--- src/rtl/emu_pkg.sv ---
// Shared types and pong_pt1 defaults for the emulator host sequencer.
package emu_pkg;

    localparam int NUM_STIM_DEF = 1;
    localparam int NUM_OUT_DEF  = 2;
    localparam int ADDR_W_DEF   = 3;

    typedef logic [7:0] byte_t;

    typedef enum logic [3:0] {
        IDLE,
        WR,
        WSETTLE,
        LOAD,
        CLK_HI,
        CLK_LO,
        GET,
        RD_ADDR,
        RD_WAIT,
        RD_SEND
    } state_t;

endpackage

--- src/rtl/emu_host_sequencer_clk_gen.sv ---
// One-shot DUT clock generator: high for CLK_HI_CYC, low for CLK_LO_CYC cycles.
module emu_clk_gen #(
    parameter int CLK_HI_CYC = 2,
    parameter int CLK_LO_CYC = 2
) (
    input  logic clk,
    input  logic reset_n,
    input  logic start,
    output logic clk_dut,
    output logic fall,
    output logic done
);
    localparam int MAX_CYC = (CLK_HI_CYC > CLK_LO_CYC) ? CLK_HI_CYC : CLK_LO_CYC;
    localparam int CNT_W   = $clog2(MAX_CYC) + 1;
    localparam logic [CNT_W-1:0] HI_LAST = CNT_W'(CLK_HI_CYC - 1);
    localparam logic [CNT_W-1:0] LO_LAST = CNT_W'(CLK_LO_CYC - 1);

    typedef enum logic [1:0] {PH_IDLE, PH_HI, PH_LO} phase_t;

    phase_t           phase, phase_d;
    logic [CNT_W-1:0] cnt, cnt_d;
    logic             clk_dut_d;

    // fall/done flag the last cycle of each phase so the sequencer steps on the same edge
    assign fall = (phase == PH_HI) && (cnt == HI_LAST);
    assign done = (phase == PH_LO) && (cnt == LO_LAST);

    always_comb begin
        phase_d   = phase;
        cnt_d     = cnt;
        clk_dut_d = clk_dut;
        case (phase)
            PH_IDLE: if (start) begin
                phase_d   = PH_HI;
                cnt_d     = '0;
                clk_dut_d = 1'b1;
            end
            PH_HI: if (fall) begin
                phase_d   = PH_LO;
                cnt_d     = '0;
                clk_dut_d = 1'b0;
            end else begin
                cnt_d = cnt + CNT_W'(1);
            end
            PH_LO: if (done) phase_d = PH_IDLE;
                   else      cnt_d   = cnt + CNT_W'(1);
            default: phase_d = PH_IDLE;
        endcase
    end

    always_ff @(posedge clk or negedge reset_n) begin
        if (!reset_n) begin
            phase   <= PH_IDLE;
            cnt     <= '0;
            clk_dut <= 1'b0;
        end else begin
            phase   <= phase_d;
            cnt     <= cnt_d;
            clk_dut <= clk_dut_d;
        end
    end

endmodule

--- src/rtl/emu_host_sequencer.sv ---
// Host-side transactor for the co-emulation wrapper: writes stimulus bytes,
// steps the DUT clock once, then streams the captured output bytes back.
module emu_host_sequencer
    import emu_pkg::*;
#(
    parameter int NUM_STIM   = NUM_STIM_DEF,
    parameter int NUM_OUT    = NUM_OUT_DEF,
    parameter int ADDR_W     = ADDR_W_DEF,
    parameter int CLK_HI_CYC = 2,
    parameter int CLK_LO_CYC = 2
) (
    input  logic              clk,
    input  logic              reset_n,
    input  logic [7:0]        s_data,
    input  logic              s_valid,
    output logic              s_ready,
    output logic [7:0]        m_data,
    output logic              m_valid,
    input  logic              m_ready,
    output logic [7:0]        Din_emu,
    output logic [ADDR_W-1:0] Addr_emu,
    input  logic [7:0]        Dout_emu,
    output logic              load_emu,
    output logic              get_emu,
    output logic              clk_dut,
    output logic              busy,
    output logic [15:0]       vec_count
);
    localparam int DEPTH = 1 << ADDR_W;
    localparam logic [ADDR_W-1:0] LAST_STIM = ADDR_W'(NUM_STIM - 1);
    localparam logic [ADDR_W-1:0] LAST_OUT  = ADDR_W'(NUM_OUT - 1);

    state_t            state, state_d;
    logic [ADDR_W-1:0] idx, idx_d, jdx, jdx_d, jdx_inc, addr_d;
    byte_t             din_d, m_data_d;
    byte_t             shadow [DEPTH];
    logic              s_ready_d, m_valid_d, load_d, get_d, busy_d;
    logic [15:0]       vec_count_d;
    logic              accept, clk_start, clk_fall, clk_done;

    assign accept  = s_valid && s_ready;
    assign jdx_inc = jdx + ADDR_W'(1);

    emu_clk_gen #(
        .CLK_HI_CYC (CLK_HI_CYC),
        .CLK_LO_CYC (CLK_LO_CYC)
    ) u_clk_gen (
        .clk     (clk),
        .reset_n (reset_n),
        .start   (clk_start),
        .clk_dut (clk_dut),
        .fall    (clk_fall),
        .done    (clk_done)
    );

    // NOTE: defaults first so no path through the case leaves a variable unassigned (no latch).
    always_comb begin
        state_d     = state;
        idx_d       = idx;
        jdx_d       = jdx;
        addr_d      = Addr_emu;
        din_d       = Din_emu;
        m_data_d    = m_data;
        m_valid_d   = m_valid;
        load_d      = 1'b0;
        get_d       = 1'b0;
        vec_count_d = vec_count;
        clk_start   = 1'b0;
        case (state)
            IDLE, WR: if (accept) begin
                din_d  = s_data;
                addr_d = idx;
                if (idx == LAST_STIM) begin
                    idx_d   = '0;
                    state_d = WSETTLE;
                end else begin
                    idx_d   = idx + ADDR_W'(1);
                    state_d = WR;
                end
            end
            WSETTLE: begin
                load_d  = 1'b1;
                state_d = LOAD;
            end
            LOAD: begin
                clk_start = 1'b1;
                state_d   = CLK_HI;
            end
            CLK_HI: if (clk_fall) state_d = CLK_LO;
            CLK_LO: if (clk_done) begin
                get_d   = 1'b1;
                state_d = GET;
            end
            // Din follows shadow[Addr] during readback so the wrapper's
            // free-running stimulus write never corrupts a stimulus byte.
            GET: begin
                jdx_d   = '0;
                addr_d  = '0;
                din_d   = shadow[0];
                state_d = RD_ADDR;
            end
            RD_ADDR: state_d = RD_WAIT;
            RD_WAIT: begin
                m_data_d  = Dout_emu;
                m_valid_d = 1'b1;
                state_d   = RD_SEND;
            end
            RD_SEND: if (m_ready) begin
                m_valid_d = 1'b0;
                if (jdx != LAST_OUT) begin
                    jdx_d   = jdx_inc;
                    addr_d  = jdx_inc;
                    din_d   = shadow[jdx_inc];
                    state_d = RD_ADDR;
                end else begin
                    vec_count_d = vec_count + 16'd1;
                    state_d     = IDLE;
                end
            end
            default: state_d = IDLE;
        endcase
        s_ready_d = (state_d == IDLE) || (state_d == WR);
        busy_d    = (state_d != IDLE);
    end

    // NOTE: sequential state uses non-blocking assignments so every register samples pre-edge values.
    always_ff @(posedge clk or negedge reset_n) begin
        if (!reset_n) begin
            state     <= IDLE;
            idx       <= '0;
            jdx       <= '0;
            Addr_emu  <= '0;
            Din_emu   <= '0;
            m_data    <= '0;
            m_valid   <= 1'b0;
            s_ready   <= 1'b0;
            load_emu  <= 1'b0;
            get_emu   <= 1'b0;
            busy      <= 1'b0;
            vec_count <= '0;
        end else begin
            state     <= state_d;
            idx       <= idx_d;
            jdx       <= jdx_d;
            Addr_emu  <= addr_d;
            Din_emu   <= din_d;
            m_data    <= m_data_d;
            m_valid   <= m_valid_d;
            s_ready   <= s_ready_d;
            load_emu  <= load_d;
            get_emu   <= get_d;
            busy      <= busy_d;
            vec_count <= vec_count_d;
        end
    end

    // NOTE: the shadow array is reset on purpose: entries at or above NUM_STIM are
    // never written, so they stay zero and drive Din_emu=0 for those addresses.
    always_ff @(posedge clk or negedge reset_n) begin
        if (!reset_n) begin
            for (int k = 0; k < DEPTH; k++) shadow[k] <= '0;
        end else if (accept) begin
            shadow[idx] <= s_data;
        end
    end

endmodule

--- config.mk ---
export PLATFORM = sky130hd
export DESIGN_NAME = emu_host_sequencer
export DESIGN_NICKNAME = d
export VERILOG_FILES = /design/src/rtl/emu_pkg.sv /design/src/rtl/emu_host_sequencer_clk_gen.sv /design/src/rtl/emu_host_sequencer.sv
export SDC_FILE = /design/constraint.sdc
export NUM_CORES = 1
export LEC_CHECK = 0
export BUFFER_PORTS_ARGS = -buffer_cell sky130_fd_sc_hd__buf_2
export CAP_MARGIN = 10
export CORE_MARGIN = 2
export CORE_UTILIZATION = 50
export DETAILED_ROUTE_END_ITERATION = 8
export GPL_TIMING_DRIVEN = 0
export PLACE_DENSITY = 0.7
export SYNTH_ARGS = -nofsm -noshare
export SYNTH_HDL_FRONTEND = slang
export SYNTH_HIERARCHICAL = 1
export SYNTH_SLANG_ARGS = --single-unit
--- constraint.sdc ---
create_clock -name clk -period 2.7 [get_ports clk]
set_input_delay 0.27 -clock clk [delete_from_list [all_inputs] [get_ports clk]]
set_output_delay 0.27 -clock clk [all_outputs]
set_load 0.01 [all_outputs]
### Word level (Yosys, flattened, before mapping)

Cells that the tools add are included.

* add/subtract/negate cells: 4
* multipliers: 0
* divide/modulo/power cells: 0
* order comparisons: 3
* equal/unequal tests: 21
* shifts and indexed selects: 0
* muxes and demuxes: 40
* bitwise gates (word level): 3
* reduce and logical (&&, ||, !) cells: 24

Operator list (number)
* 64-bit bitwise mux: 1
* 8-bit 2-to-1 mux: 6
* 4-bit case mux with 9 select lines: 1
* 8-bit binary-select mux with 3-bit select: 1
* 8-bit demux with 3-bit select: 1
* 8-bit case mux with 3 select lines: 1
* 16-bit by 1-bit adder with 16-bit output, second input constant: 1
* 4-bit by 3-bit equality test with 1-bit output, second input constant: 4
* 4-bit 2-to-1 mux: 4
* 3-bit 2-to-1 mux: 5
* 3-bit AND reduction: 5
* 2-bit 2-to-1 mux: 7
* 2-bit inequality test, second input constant: 7
* 2-bit case mux with 3 select lines: 2
* 3-bit case mux with 3 select lines: 1
* 4-bit by 1-bit equality test with 1-bit output, second input constant: 2
* 4-bit by 2-bit equality test with 1-bit output, second input constant: 2
* 4-bit equality test, second input constant: 2
* 4-bit >= comparator, second input constant: 2
* 4-bit zero test: 2
* 3-bit inverter with 4-bit output: 2
* 1-bit 2-to-1 mux: 7
* 3-bit by 1-bit adder with 3-bit output, second input constant: 2
* 3-bit case mux with 2 select lines: 1
* 17 further kinds: 26

* bits in registers: 119
* bits in latches: 0
* bits in writable memories: 0
* ROM bits: 0
* bits of input ports: 20
* output and inout bits: 41
* memories: 0

### Longest topological paths before layout

* depth after elaboration: 8
* mapped depth: 7
* gate-level depth less buffers: 7

### Hierarchy

The synthesis kept the hierarchy.

By module, submodules not included
* emu_host_sequencer: times used 1, cells an instance 408, area each 5447.7 µm², sequential area each 2852.7 µm²
* emu_clk_gen: times used 1, cells an instance 37, area each 350.3 µm², sequential area each 125.1 µm²

### Worst setup path after synthesis

No wires, ideal clock.

* path kind: register to register
* from: register jdx[0]
* to: register Din_emu[5]
* library setup time: 125 ps
* data arrival time: 1722 ps
* setup slack: 853 ps
* stages on the path, launching flop included: 7
* period minus slack after synthesis: 1847 ps
* path through: dfrtp_1 -> ha_1 -> buf_1 -> buf_2 -> mux4_2 -> a22oi_1 -> a2bb2oi_1

* cells in the longest elaborated chain, start to end: 8

RTL lines
* start, declared: RTL line emu_host_sequencer.sv:34 `logic [ADDR_W-1:0] idx, idx_d, jdx, jdx_d, jdx_inc, addr_d;`
* start signal, assigned: RTL line emu_host_sequencer.sv:144 `jdx <= jdx_d;`
* 3-bit by 1-bit adder with 3-bit output: RTL line emu_host_sequencer.sv:42 `assign jdx_inc = jdx + ADDR_W'(1);`
* 3-bit inverter with 4-bit output (not written as such): RTL line emu_host_sequencer.sv:113 `din_d = shadow[jdx_inc];`
* 8-bit binary-select mux with 3-bit select: RTL line emu_host_sequencer.sv:113
* 8-bit 2-to-1 mux (not written as such) (2 in a row): RTL line emu_host_sequencer.sv:113
* 8-bit 2-to-1 mux: RTL line emu_host_sequencer.sv:110 `if (jdx != LAST_OUT) begin`
* 8-bit 2-to-1 mux: RTL line emu_host_sequencer.sv:108 `RD_SEND: if (m_ready) begin`
* 8-bit case mux with 3 select lines: RTL line emu_host_sequencer.sv:69 `case (state)`
* end signal, assigned: RTL line emu_host_sequencer.sv:146 `Din_emu <= din_d;`
* end, declared: RTL line emu_host_sequencer.sv:20 `output logic [7:0] Din_emu,`

Several ways; a longest one is shown, not always the timed one. The select of a mux whose other input is x is not followed.
A chain may end at the register's enable or synchronous reset.

### Worst setup path in the final report

* from: register jdx[1]
* to: register Din_emu[7]

Same word-level chain as after synthesis.

==> impl_metrics.xml <==
<?xml version="1.0" encoding="UTF-8"?>
<metrics>
  <group name="sta">
    <metric name="rsz0062_at_grt" unit="">no</metric>
    <metric name="finalMaxSlewViolations" unit="">0</metric>
    <metric name="period_share" unit="">0.879</metric>
    <metric name="setup_viol_count_final" unit="">0</metric>
    <metric name="fin_worst_skew" unit="ps">10.3</metric>
    <metric name="final_period_minus_worst_setup_slack" unit="ps">2370</metric>
    <metric name="worst-slew-pin-transition" unit="ps">974</metric>
    <metric name="hold_viol_final" unit="">0</metric>
    <metric name="fmax" unit="MHz">421</metric>
    <metric name="layout_setup_ws" unit="ps">326</metric>
    <metric name="relSlewSlack" unit="">0.348</metric>
  </group>
  <group name="finish">
    <metric name="diodes" unit="">0</metric>
    <metric name="layout.cells.non_filler" unit="">672</metric>
    <metric name="post-route-util" unit="">0.600</metric>
    <metric name="final_layout_size_suffix_gt1_frac" unit="">0.365</metric>
    <metric name="final_nets" unit="">548</metric>
    <metric name="synthToLayoutAreaGrowth" unit="%">17.7</metric>
  </group>
  <group name="setup_path">
    <metric name="crit_type" unit="">reg -&gt; reg</metric>
    <metric name="r2r_slack" unit="ps">330</metric>
    <metric name="worst-endpoint-required" unit="ps">2990</metric>
    <metric name="setup.worst_path.end_class" unit="">register</metric>
    <metric name="critPathMaxFanout" unit="">10</metric>
    <metric name="worst_r2r_path_depth" unit="">7</metric>
    <metric name="crit_path_start_kind" unit="">register</metric>
    <metric name="worstReg2RegEnd" unit="">Din_emu[7]</metric>
    <metric name="endpoint_arrival_time_on_the_critical_path" unit="ps">2660</metric>
    <metric name="regToRegStartpoint" unit="">jdx[1]</metric>
  </group>
  <group name="logic_synthesis">
    <metric name="synth_common_cells" unit="">sky130_fd_sc_hd__dfrtp_1 (119), sky130_fd_sc_hd__mux2_2 (68), sky130_fd_sc_hd__a2bb2oi_1 (16), sky130_fd_sc_hd__mux4_2 (16), sky130_fd_sc_hd__nand2_1 (16)</metric>
    <metric name="async_reset_ff_frac" unit="">1.00</metric>
    <metric name="synth_largest_type_area_fraction" unit="">0.514</metric>
    <metric name="synth_enable_flop_cells" unit="">0</metric>
    <metric name="ys_ff_latch" unit="">119</metric>
    <metric name="synth_top_flop_cell" unit="">sky130_fd_sc_hd__dfrtp_1</metric>
    <metric name="netlist_top_cells_area" unit="">sky130_fd_sc_hd__dfrtp_1 (51%), sky130_fd_sc_hd__mux2_2 (13%), sky130_fd_sc_hd__mux4_2 (6.2%)</metric>
    <metric name="yosys.cell_types.count" unit="">59</metric>
    <metric name="syn-mean-instance-area" unit="sq um">13.0</metric>
    <metric name="yosys.cell_count.top_type" unit="">sky130_fd_sc_hd__dfrtp_1</metric>
    <metric name="synthCells" unit="">445</metric>
    <metric name="sequential_cell_area_fraction_in_the_yosys_report" unit="">0.514</metric>
    <metric name="synthDominantAreaCellType" unit="">sky130_fd_sc_hd__dfrtp_1</metric>
    <metric name="synth_warn" unit="">6</metric>
    <metric name="syn-cell-area" unit="sq mm">0.00580</metric>
    <metric name="synth_fp_nets" unit="">476</metric>
  </group>
  <group name="job">
    <metric name="cap_viol_max_count" unit="">0</metric>
  </group>
  <group name="worst_hold_path">
    <metric name="min_to" unit="">m_data[0]</metric>
    <metric name="timing.hold.worst.class" unit="">in -&gt; reg</metric>
    <metric name="whs_path_depth" unit="">2</metric>
    <metric name="worst_hold_startpoint" unit="">Dout_emu[0]</metric>
  </group>
  <group name="clocking">
    <metric name="clk_latency" unit="ps">410</metric>
    <metric name="cts.reportedPaths.clkPinSlew" unit="ps">50</metric>
    <metric name="post_cts_resize_count" unit="">0</metric>
    <metric name="clock_tree.htree_level_count" unit="">4</metric>
    <metric name="tritoncts_buffer_count" unit="">17</metric>
    <metric name="clockBufferDepth" unit="">2</metric>
    <metric name="cts-root-buf" unit="">sky130_fd_sc_hd__clkbuf_16</metric>
    <metric name="cts_tree" unit="">built</metric>
    <metric name="cts.sink_count" unit="">119</metric>
  </group>
  <group name="power_and_ir_drop">
    <metric name="irDropWorstVdd" unit="uV">501</metric>
    <metric name="static-leakage-power" unit="uW">0.00324</metric>
    <metric name="powerDensity" unit="mW/mm^2">910</metric>
  </group>
  <group name="floorplanning">
    <metric name="fp.dieW" unit="um">112</metric>
    <metric name="design.portCount" unit="">61</metric>
    <metric name="floorplan.initialDensity" unit="">0.510</metric>
    <metric name="die_area" unit="sq mm">0.0125</metric>
    <metric name="rows" unit="">39</metric>
    <metric name="die-height" unit="um">112</metric>
    <metric name="area_of_the_core_region" unit="sq mm">0.0114</metric>
  </group>
  <group name="global_routing">
    <metric name="pin_count_of_the_biggest_net_entering_global_routing" unit="">62</metric>
    <metric name="vias_in_the_first_global_route" unit="">3992</metric>
    <metric name="combined_global_route_utilization_of_all_metal_layers" unit="">0.220</metric>
    <metric name="grt_pass1_wl" unit="um">21100</metric>
    <metric name="grt_antenna_before_repair" unit="">0</metric>
    <metric name="grt-ovfl-total" unit="">0</metric>
  </group>
  <group name="route">
    <metric name="avgRoutedWirePerCell" unit="um">19.4</metric>
    <metric name="post-route-drc-count" unit="">0</metric>
    <metric name="drt_first_iter_violations" unit="">200</metric>
    <metric name="drt_pre_antenna_iters" unit="">4</metric>
    <metric name="total_vias_in_the_final_route" unit="">3932</metric>
    <metric name="drtAntennaViolNets" unit="">0</metric>
    <metric name="drt_wl_total" unit="um">13100</metric>
    <metric name="routed_via_density" unit="">5.85</metric>
  </group>
  <group name="placement">
    <metric name="hpwl" unit="um">8570</metric>
    <metric name="place_congestion" unit="">0.823</metric>
    <metric name="placement.io_buffers" unit="">51</metric>
    <metric name="placed_cells" unit="">640</metric>
    <metric name="dp_worst_setup_slack" unit="ps">320</metric>
  </group>
  <group name="run_status">
    <metric name="outcome" unit="">finished clean</metric>
  </group>
</metrics>
[how the worst max path moves through the flow]
stage / cells past startpoint / start / to
floorplan: 6 / jdx[0] / Din_emu[5]
global placement: 1 / reset_n / shadow[20]
detailed placement: 7 / jdx[1] / Din_emu[2]
CTS: 7 / jdx[1] / Din_emu[2]
global route: 7 / jdx[1] / Din_emu[7]
finish: 7 / jdx[1] / Din_emu[7]
[cells in the final DEF (no fill, tap or decap), drive strengths merged, types with 5 or more instances in the layout]
cell type,instances
a21oi,15
nand3,8
xor2,8
ha,11
nand4,6
inv,11
clkbuf,30
dfrtp,119
xnor2,9
mux2,78
o22ai,8
nor3,9
o21ai,11
a2bb2oi,16
nor2,14
mux4,16
nand2,17
buf,80
nor2b,5
a22oi,8
[timing repair]
action                     CTS  global route
setup endpoints to repair    0             0
hold buffers                 1             0
hold endpoints to repair    60             0
buffers inserted             0             0
[layer usage]
metal	GRT usage	wire length, um	vias to the layer above
li1	-	-	1798
met1	0.291	5770	2023
met2	0.356	6600	91
met3	0.0446	427	20
met4	0.0971	264	0
met5	0	0	-
[power breakdown]
part,switching [uW],internal [uW],total [uW]
Clock,741,1350,2090
Sequential,204,2080,2290
Combinational,970,853,1820
[worst max-delay path, cell delays in order, from the launching register on]
cell                        delay, ps
sky130_fd_sc_hd__dfrtp_1          370
sky130_fd_sc_hd__inv_1             50
sky130_fd_sc_hd__ha_1             260
sky130_fd_sc_hd__buf_1            490
sky130_fd_sc_hd__buf_2            430
sky130_fd_sc_hd__mux4_2           370
sky130_fd_sc_hd__a22oi_1          190
sky130_fd_sc_hd__a2bb2oi_1        100
[sequential cells by signal (all words and copies together) (netlist names)]
| name | flops |
|---|---|
| get_emu | 1 |
| load_emu | 1 |
| m_valid | 1 |
| Din_emu | 8 |
| u_clk_gen/cnt | 2 |
| state | 4 |
| vec_count | 16 |
| s_ready | 1 |
| u_clk_gen/clk_dut | 1 |
| shadow | 64 |
| busy | 1 |
| m_data | 8 |
| u_clk_gen/phase | 2 |
| idx | 3 |
| jdx | 3 |
| Addr_emu | 3 |
[final cells by class]
cell class	count	area (sq um)
clock inverters	3	40.0
plain buffers	30	165
fillers	919	4550
clock buffers	28	507
multi-input cells	285	2610
well taps	143	179
repair buffers	53	299
flip-flops and latches	119	2980
inverters	11	41.3
[per-stage QoR]
step	TNS (ps)	hold slack, ps	cell area (sq um)	total power (uW)
after global placement	-2920	457	6230	4050
final	0	94.1	6820	6210
after CTS	0	83.1	6820	6240
after global routing	0	84.1	6820	6510
after detailed placement	0	284	6270	4130
after floorplan	0	-25.6	5800	3550
[cell families after synthesis]
| family | count (synthesis) | synth area share |
|---|---|---|
| AOI/OAI and AO/OA | 78 | 0.0969 |
| xor gates and xnor gates | 17 | 0.0257 |
| adders and majority gates | 11 | 0.0237 |
| buffers and inverters | 41 | 0.0356 |
| DFF | 119 | 0.514 |
| muxes | 94 | 0.214 |
| and+or+nand+nor | 85 | 0.0902 |
Note: power is estimated with default switching activity, not from simulation.
